## config.mk

```make
export PLATFORM = sky130hd
export DESIGN_NAME = dual_core_mem_arbiter
export DESIGN_NICKNAME = d
export VERILOG_FILES = /design/src/rtl/arb_pkg.sv /design/src/rtl/dual_core_mem_arbiter_rr_pick2.sv /design/src/rtl/dual_core_mem_arbiter.sv
export SDC_FILE = /design/constraint.sdc
export NUM_CORES = 1
export LEC_CHECK = 0
export CORE_MARGIN = 1.5
export CORE_UTILIZATION = 41
export CTS_CLUSTER_DIAMETER = 50
export DETAILED_ROUTE_END_ITERATION = 12
export GPL_ROUTABILITY_DRIVEN = 0
export PLACE_DENSITY = 0.79
export SKIP_CTS_REPAIR_TIMING = 1
export SYNTH_ARGS = -nofsm -noshare
export SYNTH_HDL_FRONTEND = slang
export SYNTH_SLANG_ARGS = --single-unit
```

## constraint.sdc

```tcl
create_clock -name clk -period 1.67 [get_ports clk]
set_input_delay 0.167 -clock clk [delete_from_list [all_inputs] [get_ports clk]]
set_output_delay 0.167 -clock clk [all_outputs]
set_load 0.005 [all_outputs]
```

## src/rtl/arb_pkg.sv

```systemverilog
// Shared types for the dual-core memory arbiter: FSM encoding, core id, access record.
package arb_pkg;

  localparam int ADDR_W_DEF = 8;
  localparam int DATA_W_DEF = 8;

  typedef enum logic [1:0] {
    ST_IDLE   = 2'd0,
    ST_ACCESS = 2'd1,
    ST_LOCKED = 2'd2
  } arb_state_e;

  typedef logic core_id_t;

  typedef struct packed {
    logic [ADDR_W_DEF-1:0] addr;
    logic                  we;
    logic [DATA_W_DEF-1:0] wdata;
  } acc_rec_t;

  function automatic core_id_t other_core(input core_id_t c);
    return ~c;
  endfunction

endpackage

```

## src/rtl/dual_core_mem_arbiter_rr_pick2.sv

```systemverilog
// Two-way round-robin picker: pointer core wins a tie, otherwise the lone requester wins.
module rr_pick2
  import arb_pkg::*;
(
  input  logic [1:0] eligible_i,
  input  core_id_t   pointer_i,
  output core_id_t   winner_o,
  output logic       any_o
);

  always_comb begin
    any_o    = |eligible_i;
    winner_o = (&eligible_i) ? pointer_i : core_id_t'(eligible_i[1]);
  end

endmodule

```

## src/rtl/dual_core_mem_arbiter.sv

```systemverilog
// Round-robin arbiter sharing one single-port memory between two cores, one access per cycle.
// Define ARB_LOCK_EN to add per-core lock inputs that hold the bus for atomic read-modify-write.
module dual_core_mem_arbiter
  import arb_pkg::*;
#(
  parameter int ADDR_W     = ADDR_W_DEF,
  parameter int DATA_W     = DATA_W_DEF,
  parameter bit RESET_PRIO = 1'b0
) (
  input  logic              clk,
  input  logic              reset,
  input  logic              core0_req,
  input  logic [ADDR_W-1:0] core0_addr,
  input  logic              core0_we,
  input  logic [DATA_W-1:0] core0_wdata,
`ifdef ARB_LOCK_EN
  input  logic              core0_lock,
  input  logic              core1_lock,
`endif
  output logic              core0_gnt,
  output logic              core0_valid,
  output logic [DATA_W-1:0] core0_rdata,
  input  logic              core1_req,
  input  logic [ADDR_W-1:0] core1_addr,
  input  logic              core1_we,
  input  logic [DATA_W-1:0] core1_wdata,
  output logic              core1_gnt,
  output logic              core1_valid,
  output logic [DATA_W-1:0] core1_rdata,
  output logic [ADDR_W-1:0] mem_addr,
  output logic              mem_we,
  output logic [DATA_W-1:0] mem_wdata,
  input  logic [DATA_W-1:0] mem_rdata
);

  typedef struct packed {
    logic [ADDR_W-1:0] addr;
    logic              we;
    logic [DATA_W-1:0] wdata;
  } rec_t;

  arb_state_e              state_q, state_d;
  core_id_t                ptr_q, ptr_d, owner_q, win;
  logic [1:0]              gnt_q, valid_q, req, elig;
  logic                    act_q, any;
  rec_t                    bus_q;
  rec_t                    rec [2];
  logic [1:0][DATA_W-1:0]  rdata_q;

  always_comb begin
    req    = {core1_req, core0_req};
    rec[0] = '{addr: core0_addr, we: core0_we, wdata: core0_wdata};
    rec[1] = '{addr: core1_addr, we: core1_we, wdata: core1_wdata};
    // a core whose grant is showing is still dropping req and must not issue twice
    elig   = req & ~gnt_q;
`ifdef ARB_LOCK_EN
    if (state_q == ST_LOCKED) elig = elig & (owner_q ? 2'b10 : 2'b01);
`endif
  end

  rr_pick2 u_pick (
    .eligible_i (elig),
    .pointer_i  (ptr_q),
    .winner_o   (win),
    .any_o      (any)
  );

  always_ff @(posedge clk) begin
    if (reset) state_q <= ST_IDLE;
    else       state_q <= state_d;
  end

  always_comb begin
    state_d = state_q;
    case (state_q)
      ST_IDLE:   if (any) state_d = ST_ACCESS;
      ST_ACCESS: if (!any) state_d = ST_IDLE;
      ST_LOCKED: state_d = ST_LOCKED;
      default:   state_d = ST_IDLE;
    endcase
`ifdef ARB_LOCK_EN
    if (any) begin
      if (win) state_d = core1_lock ? ST_LOCKED : ST_ACCESS;
      else     state_d = core0_lock ? ST_LOCKED : ST_ACCESS;
    end
`endif
    ptr_d = any ? other_core(win) : ptr_q;
  end

  always_ff @(posedge clk) begin
    if (reset) begin
      ptr_q   <= RESET_PRIO;
      gnt_q   <= '0;
      act_q   <= 1'b0;
      owner_q <= 1'b0;
      bus_q   <= '0;
      valid_q <= '0;
      rdata_q <= '0;
    end else begin
      ptr_q <= ptr_d;
      gnt_q <= '0;
      act_q <= any;
      if (any) begin
        gnt_q[win] <= 1'b1;
        owner_q    <= win;
        bus_q      <= rec[win];
      end else begin
        bus_q.we   <= 1'b0;
      end
      valid_q <= '0;
      if (act_q) begin
        valid_q[owner_q] <= 1'b1;
        rdata_q[owner_q] <= mem_rdata;
      end
    end
  end

  always_comb begin
    core0_gnt   = gnt_q[0];
    core1_gnt   = gnt_q[1];
    core0_valid = valid_q[0];
    core1_valid = valid_q[1];
    core0_rdata = rdata_q[0];
    core1_rdata = rdata_q[1];
    mem_addr    = bus_q.addr;
    mem_we      = bus_q.we;
    mem_wdata   = bus_q.wdata;
  end

endmodule

```

**After elaboration in Yosys (flattened, before gate mapping)**

Index checks and enable logic that the tools add are counted.

- Add/subtract/negate cells: 0
- Multipliers: 0
- Divide/modulo/power cells: 0
- Magnitude comparators: 5
- Equal/unequal tests: 0
- Shift-type cells: 0
- Multiplexer cells: 11
- Bitwise logic cells: 6
- Reduce and logical (&&, ||, !) cells: 6

Operators with widths:

| operator | count |
|---|---|
| 2-to-1 mux 17 bit | 3 |
| bitwise mux 16 bit | 1 |
| demux 8 bit (select 1 bit) | 1 |
| 2-to-1 mux 8 bit | 1 |
| OR reduction 2 bit | 3 |
| less-than comparator 1 x 2 -> 1 bit (second input constant) | 2 |
| 2-to-1 mux 1 bit | 3 |
| NOT 1 bit | 3 |
| bitwise AND 2 bit | 1 |
| demux 1 bit (select 1 bit) | 2 |
| >= comparator 1 bit (second input constant) | 2 |
| >= comparator 2 bit (second input constant) | 1 |
| logical AND 1 bit | 2 |
| NOT 1 -> 2 bit | 1 |
| NOT 2 bit | 1 |
| AND reduction 2 bit | 1 |

- Register bits: 40
- Bits in latches: 0
- Bits in writable memories: 0
- Memory bits (read-only): 0
- Bits of input ports: 46
- Word-level logic and storage cells: 38
- Memories: 0

**Longest topological paths before layout**

Gate-level depths: netlist of run 1.

- Depth after elaboration: 8
- Gate-level depth with buffers: 5
- Mapped depth without buffers: 3

**Modules after synthesis**

A second synthesis of run 1 with hierarchy kept.

- Cell total of the unflattened synthesis: 171
- Area total of the unflattened synthesis: 1552.7 um^2

Modules (own cells, without submodules):

| module | instances | cells an instance | area an instance (um^2) |
|---|---|---|---|
| dual_core_mem_arbiter | 1 | 168 | 1535.2 |
| rr_pick2 | 1 | 3 | 17.5 |

**Least setup slack after synthesis of run 1**

Ideal clock, no wire load.

- Path type: register to register
- Start point: register gnt_q[1]
- End point: register bus_q, in the netlist mem_addr[1]
- Library setup time: 0.058 ns
- Data arrival time: 1.203 ns
- Data required time: 1.612 ns
- Setup slack: 0.409 ns
- Stages on the path, launching flop included: 6
- Cells stage by stage: dfxtp_1 nor2b_4 buf_2 buf_6 a2111oi_2 a211o_1

- Longest elaborated chain between the ends: 8

RTL lines:

| item | RTL line | RTL |
|---|---|---|
| start: declaration | dual_core_mem_arbiter.sv:44 | `logic [1:0] gnt_q, valid_q, req, elig;` |
| start signal: assignment | dual_core_mem_arbiter.sv:93 | `gnt_q <= '0;` |
| start signal: assignment | dual_core_mem_arbiter.sv:101 | `gnt_q <= '0;` |
| start signal: indexed assignment | dual_core_mem_arbiter.sv:104 | `gnt_q[win] <= 1'b1;` |
| NOT 2 bit * | dual_core_mem_arbiter.sv:55 | `elig = req & ~gnt_q;` |
| bitwise AND 2 bit * | dual_core_mem_arbiter.sv:55 |  |
| AND reduction 2 bit | dual_core_mem_arbiter_rr_pick2.sv:13 | `winner_o = (&eligible_i) ? pointer_i : core_id_t'(eligible_i[1]);` |
| 2-to-1 mux 1 bit | dual_core_mem_arbiter_rr_pick2.sv:13 |  |
| NOT 1 -> 2 bit (implied by the code) | dual_core_mem_arbiter.sv:106 | `bus_q <= rec[win];` |
| 2-to-1 mux 17 bit (implied by the code) (3 in series) | dual_core_mem_arbiter.sv:106 |  |
| end signal: assignment | dual_core_mem_arbiter.sv:106 |  |
| end: declaration | dual_core_mem_arbiter.sv:46 | `rec_t bus_q;` |

Every way passes the cells marked *; elsewhere a longest branch is shown, timed or not. The select of a mux whose other input is x is not followed.
A chain may end at the register's enable or synchronous reset.

**Final worst setup path of run 1**

- Start point: register gnt_q[0]
- End point: output port core0_gnt

RTL lines:

| item | RTL line | RTL |
|---|---|---|
| end: declaration | dual_core_mem_arbiter.sv:20 | `output logic core0_gnt,` |

No word-level cell between the ends.

==> impl_metrics.json, run 1 <==
{
  "outcome": "finished, final reports clean",
  "rr_endpoint": "mem_wdata[7]$_SDFFE_PP0P_",
  "finalSetupViolCount": 0,
  "clk_latency_ns": 0.29,
  "viasPerCell": 5.308,
  "first_pass_iters": 4,
  "tightestPinTransition_ns": 0.4983,
  "area_growth_pct": 55.37,
  "finalWirelength_um": 4708,
  "die_h_um": 69.77,
  "initial_utilization": 0.4227,
  "via_count": 1741,
  "synth_edf_count": 0,
  "place_area_um2": 2714,
  "cts_num_sinks": 40,
  "r2r_start": "gnt_q[0]$_SDFF_PP0_",
  "max_stage_delay_ns": 0.54,
  "p_leak_nw": 1.098,
  "htree_levels": 2,
  "path_cells": "clkdlybuf4s50_1",
  "hold_depth": 3,
  "maxSlewHeadroom": 0.6592,
  "clock_path_buffers": 2,
  "synth-simple-area-share": 0.2136,
  "end_kind": "primary output",
  "intPower_mw": 1.853,
  "core_area_um2": 4324,
  "synth_top_family_by_area": "compound AO/OA/AOI/OAI gates",
  "synthArstFlopShare": 0,
  "timing.critical_path.buf_inv": 1,
  "antenna_found_initial": 0,
  "rsz0062_at_grt": "no",
  "reg2reg_slack_ns": 0.31,
  "fin_tns_setup_ns": 0,
  "synthFlopType": "dfxtp_1",
  "dp_hpwl_um": 3433,
  "synth_cells": 193,
  "hp-class": "input pin to flop",
  "dp_slack_ns": 0.03127,
  "slew_violations": 0,
  "grt_pass1_wl_um": 8004,
  "hold_viol": 0,
  "synth-compound-area-share": 0.2512,
  "vdd_drop_max_v": 0.0006599,
  "fin_crit_sh": 0.8493,
  "fin_ws_ns": 0.2517,
  "cts_tree": "yes",
  "grt_pass1_vias": 1836,
  "synth_cell_types": 27,
  "cp_max_fo": 4,
  "root_buffer": "clkbuf_8",
  "wl_per_cell_um": 14.35,
  "syn-num-nets": 239,
  "yosysWarnings": 0,
  "clk_pin_slew_ns": 0.07,
  "avgSynthCellArea_um2": 9.472,
  "port_buffers": 82,
  "power.switching_uw": 571.7,
  "critPathLaunchType": "flop",
  "synth.area.mux_share": 0,
  "post-route-util": 0.6568,
  "clock.fmax_mhz": 705.1,
  "io_pins": 83,
  "synth_fa_ha_area_frac": 0,
  "cp_slowest_cell": "clkdlybuf4s50_1",
  "drcViolationCount": 0,
  "final_common_cell": "clkdlybuf4s50_1",
  "switching_share": 0.2358,
  "whs_endpoint": "mem_we$_SDFF_PP0_",
  "finalCriticalPeriod_ns": 1.418,
  "fin_nets": 321,
  "first_iter_violations": 76,
  "drv_cap": 0,
  "fin_area_um2": 2840,
  "ant_nets": 0,
  "power.density_nw_per_um2": 853.5,
  "fillers": 385,
  "ys_seq_area_frac": 0.4381,
  "worstPathArrival_ns": 1.25,
  "cp_top_family": "buffers and inverters",
  "die_w_um": 69.77,
  "gr-total-overflow": 0,
  "clock_skew_ns": 0.003340,
  "crit_type": "flop to primary output",
  "p_comb_frac": 0.208,
  "pwr-share-seq": 0.441,
  "diodes": 0,
  "synth_area_um2": 1828,
  "grt_max_degree": 21,
  "layout_common_cells": "clkdlybuf4s50_1, dfxtp_1, nand2_1, a21oi_1",
  "hold_start": "core1_we",
  "synthXorXnorAreaFrac": 0,
  "layout-drive-gt1-share": 0.1232,
  "r2r_cells": 4,
  "power.total_mw": 2.424,
  "p_clk_frac": 0.351,
  "cp.required_ns": 1.50,
  "die-area_um2": 4868,
  "grt_use_total": 0.2050,
  "cts_made_buffers": 5,
  "rows": 24,
  "synth-seq-cells": 40
}
-- sequential cells by signal, indices dropped and copies added (netlist names) --
name and flops:
act_q 1, core0_rdata 8, core1_rdata 8, gnt_q 2, mem_addr 8, mem_wdata 8, mem_we 1, owner_q 1
ptr_q 1, valid_q 2
-- per-stage QoR --
stage | std cells | hold slack (ns)
2_1_floorplan | 193 | 0.3030
3_3_place_gp | 320 | 0.4423
3_5_place_dp | 320 | 0.4456
4_1_cts | 328 | 0.4476
5_1_grt | 328 | 0.4679
6_report | 328 | 0.4572
-- power groups by stage --
stage / clock network, mW / registers, mW / logic, mW
finish: 0.851 / 1.07 / 0.504
global route: 0.911 / 1.08 / 0.546
CTS: 0.867 / 1.07 / 0.508
detailed placement: 0 / 1.09 / 0.505
global placement: 0 / 1.09 / 0.498
floorplan: 0 / 1.08 / 0.226
-- area by class of cell --
class	instances	area [um2]	share of cell area
inverters	16	60.06	0.02115
flip-flops and latches	40	800.8	0.2819
clock buffers	7	96.34	0.03392
multi-input cells	117	849.6	0.2991
clock inverters	1	30.03	0.01057
repair buffers	95	938.4	0.3304
well taps	52	65.06	0.02291
-- cell families after synthesis --
logic type,Yosys count
AND/OR/NAND/NOR,63
flip-flops,40
buffers and inverters,36
AO/OA/AOI/OAI,54
-- worst max path at each step --
stage | from | end | slack [ns] | cells past startpoint
after CTS | gnt_q[0]$_SDFF_PP0_ | core0_gnt | 0.23 | 1
after global placement | core1_req | mem_wdata[1]$_SDFFE_PP0P_ | 0.07 | 5
after detailed placement | core0_req | mem_wdata[7]$_SDFFE_PP0P_ | 0.03 | 5
after global routing | ptr_q$_SDFFE_PP0P_ | mem_wdata[7]$_SDFFE_PP0P_ | 0.16 | 4
final | gnt_q[0]$_SDFF_PP0_ | core0_gnt | 0.25 | 1
after floorplan | gnt_q[1]$_SDFF_PP0_ | mem_addr[1]$_SDFFE_PP0P_ | 0.41 | 5
-- synthesized netlist by cell type, drive strengths merged, types with 2 or more instances --
library cell  count  area share
a2111oi          16        0.11
a211o            16       0.077
a21oi            18       0.049
buf              14       0.052
clkbuf            6       0.012
clkinv           13       0.027
dfxtp            40        0.44
inv               3      0.0062
nand2            27       0.055
nand2b            3       0.014
nand3             9       0.025
nor2              3      0.0062
nor2b             2       0.011
nor3b             2       0.021
nor4b            16       0.077
-- layer usage --
layer / track usage / up-vias / share of wire
li1: - / 863 / -
met1: 0.2407 / 813 / 0.41
met2: 0.3587 / 59 / 0.52
met3: 0.03634 / 6 / 0.049
met4: 0.09829 / 0 / 0.015
met5: 0 / - / 0
Note: power is estimated with default switching activity, not from simulation.
==> run 2, diff against run 1 <==
Clock period 1.67 ns to 1.5 ns, I/O delays scaled along.
==> run 2 against run 1 <==
  * Clock skew up 0.0044 ns
  * Sequential power is 11% higher
  * Flip-flop and latch count unchanged
  * First-iteration DRC count is 61% higher
  * Largest power group unchanged
  * Non-clock buffer count rose by 4
  * Register-to-register slack lost 0.14 ns
  * Sequential share of layout area is 0.33 points lower
  * Critical endpoint unchanged
  * Die area stayed put
  * Power up 9.8%
  * Global-route usage rose by 0.41 points
==> impl_metrics.json, run 2 (synthesis gave the netlist of run 1 again) <==
{
  "hold_viol": 0,
  "layout-drive-gt1-share": 0.1393,
  "die-area_um2": 4868,
  "viasPerCell": 5.364,
  "clock_skew_ns": 0.007709,
  "dp_slack_ns": -0.2086,
  "cp_slowest_cell": "clkdlybuf4s50_1",
  "core_area_um2": 4324,
  "via_count": 1781,
  "fin_nets": 325,
  "clock.fmax_mhz": 707.2,
  "first_iter_violations": 122,
  "critPathLaunchType": "flop",
  "finalCriticalPeriod_ns": 1.414,
  "fin_crit_sh": 0.9427,
  "dp_hpwl_um": 3521,
  "post-route-util": 0.6646,
  "rows": 24,
  "outcome": "finished, final reports clean",
  "die_h_um": 69.77,
  "hold_depth": 3,
  "initial_utilization": 0.4227,
  "max_stage_delay_ns": 0.55,
  "grt_use_total": 0.2091,
  "clk_latency_ns": 0.30,
  "p_leak_nw": 1.112,
  "final_common_cell": "clkdlybuf4s50_1",
  "area_growth_pct": 57.22,
  "drv_cap": 0,
  "tightestPinTransition_ns": 0.5184,
  "drcViolationCount": 0,
  "crit_type": "flop to primary output",
  "grt_pass1_vias": 1796,
  "clock_path_buffers": 2,
  "wl_per_cell_um": 14.65,
  "r2r_start": "gnt_q[0]$_SDFF_PP0_",
  "hold_start": "reset",
  "slew_violations": 0,
  "io_pins": 83,
  "port_buffers": 82,
  "cp_top_family": "buffers and inverters",
  "cp_max_fo": 4,
  "cts_made_buffers": 5,
  "first_pass_iters": 4,
  "vdd_drop_max_v": 0.0004927,
  "place_area_um2": 2756,
  "gr-total-overflow": 0,
  "reg2reg_slack_ns": 0.17,
  "path_cells": "clkdlybuf4s50_1",
  "layout_common_cells": "clkdlybuf4s50_1, dfxtp_1, nand2_1, a21oi_1",
  "whs_endpoint": "gnt_q[0]$_SDFF_PP0_",
  "root_buffer": "clkbuf_8",
  "die_w_um": 69.77,
  "r2r_cells": 4,
  "fin_area_um2": 2874,
  "end_kind": "primary output",
  "antenna_found_initial": 0,
  "ant_nets": 0,
  "cts_tree": "yes",
  "fin_ws_ns": 0.08597,
  "rr_endpoint": "mem_wdata[0]$_SDFFE_PP0P_",
  "power.density_nw_per_um2": 926.3,
  "holdWs_ns": 0.3468,
  "maxSlewHeadroom": 0.6537,
  "grt_max_degree": 19,
  "cts_num_sinks": 40,
  "finalSetupViolCount": 0,
  "finalWirelength_um": 4863,
  "cp.required_ns": 1.35,
  "grt_pass1_wl_um": 8286,
  "clk_pin_slew_ns": 0.07,
  "htree_levels": 2,
  "timing.critical_path.buf_inv": 1,
  "power.total_mw": 2.662,
  "rsz0062_at_grt": "no",
  "worstPathArrival_ns": 1.26,
  "hp-class": "input pin to flop",
  "diodes": 0
}
==> run 2: cell types whose count changed in the layout (fill, tap and decap cells not counted) <==
cell,previous run,this run
buf_4,11,14
clkbuf_8,7,5
a2111oi_0,9,8
a2111oi_2,6,7
buf_12,2,3
clkinv_2,0,1
clkinvlp_4,0,1
==> run 2: routing by layer <==
layer	global-route usage	vias up	part of all wire
met3	0.06541	14	0.057
met1	0.2530	836	0.41
met4	0.08333	0	0.026
li1	-	870	-
met2	0.3450	61	0.50
met5	0	-	0
==> run 2: where the power goes <==
group | leakage (nW) | switching [mW] | internal, mW
Clock | 0.0541 | 0.393 | 0.492
Combinational | 0.729 | 0.235 | 0.354
Sequential | 0.329 | 0.0507 | 1.14
Total | 1.11 | 0.679 | 1.98
==> run 2: layout make-up <==
type                    instances  area (um2)
repair buffers                 99       980.9
flip-flops and latches         40       800.8
multi-input cells             117       855.8
fillers                       380        1450
inverters                      16       60.06
clock buffers                   5       68.82
clock inverters                 3       42.54
well taps                      52       65.06
==> run 2: worst max path at each step <==
stage | startpoint | endpoint | slack (ns) | depth (start not counted)
3_5_place_dp | core0_req | mem_wdata[2]$_SDFFE_PP0P_ | -0.21 | 5
6_report | gnt_q[0]$_SDFF_PP0_ | core0_gnt | 0.09 | 1
4_1_cts | gnt_q[0]$_SDFF_PP0_ | mem_wdata[2]$_SDFFE_PP0P_ | 0.06 | 4
3_3_place_gp | core0_req | mem_wdata[1]$_SDFFE_PP0P_ | -0.07 | 5
2_1_floorplan | gnt_q[1]$_SDFF_PP0_ | mem_addr[1]$_SDFFE_PP0P_ | 0.24 | 5
5_1_grt | gnt_q[0]$_SDFF_PP0_ | core0_gnt | 0.02 | 1
==> run 2: worst min-delay path, stage by stage <==
cell	delay (ns)
buf_2	0.20
buf_12	0.19
a211oi_2	0.05
==> run 2: metrics by stage <==
| step | setup TNS (ns) | cells |
|---|---|---|
| global placement | -0.6641 | 324 |
| global route | 0 | 332 |
| detailed placement | -1.520 | 324 |
| finish | 0 | 332 |
| CTS | 0 | 332 |
| floorplan | 0 | 193 |
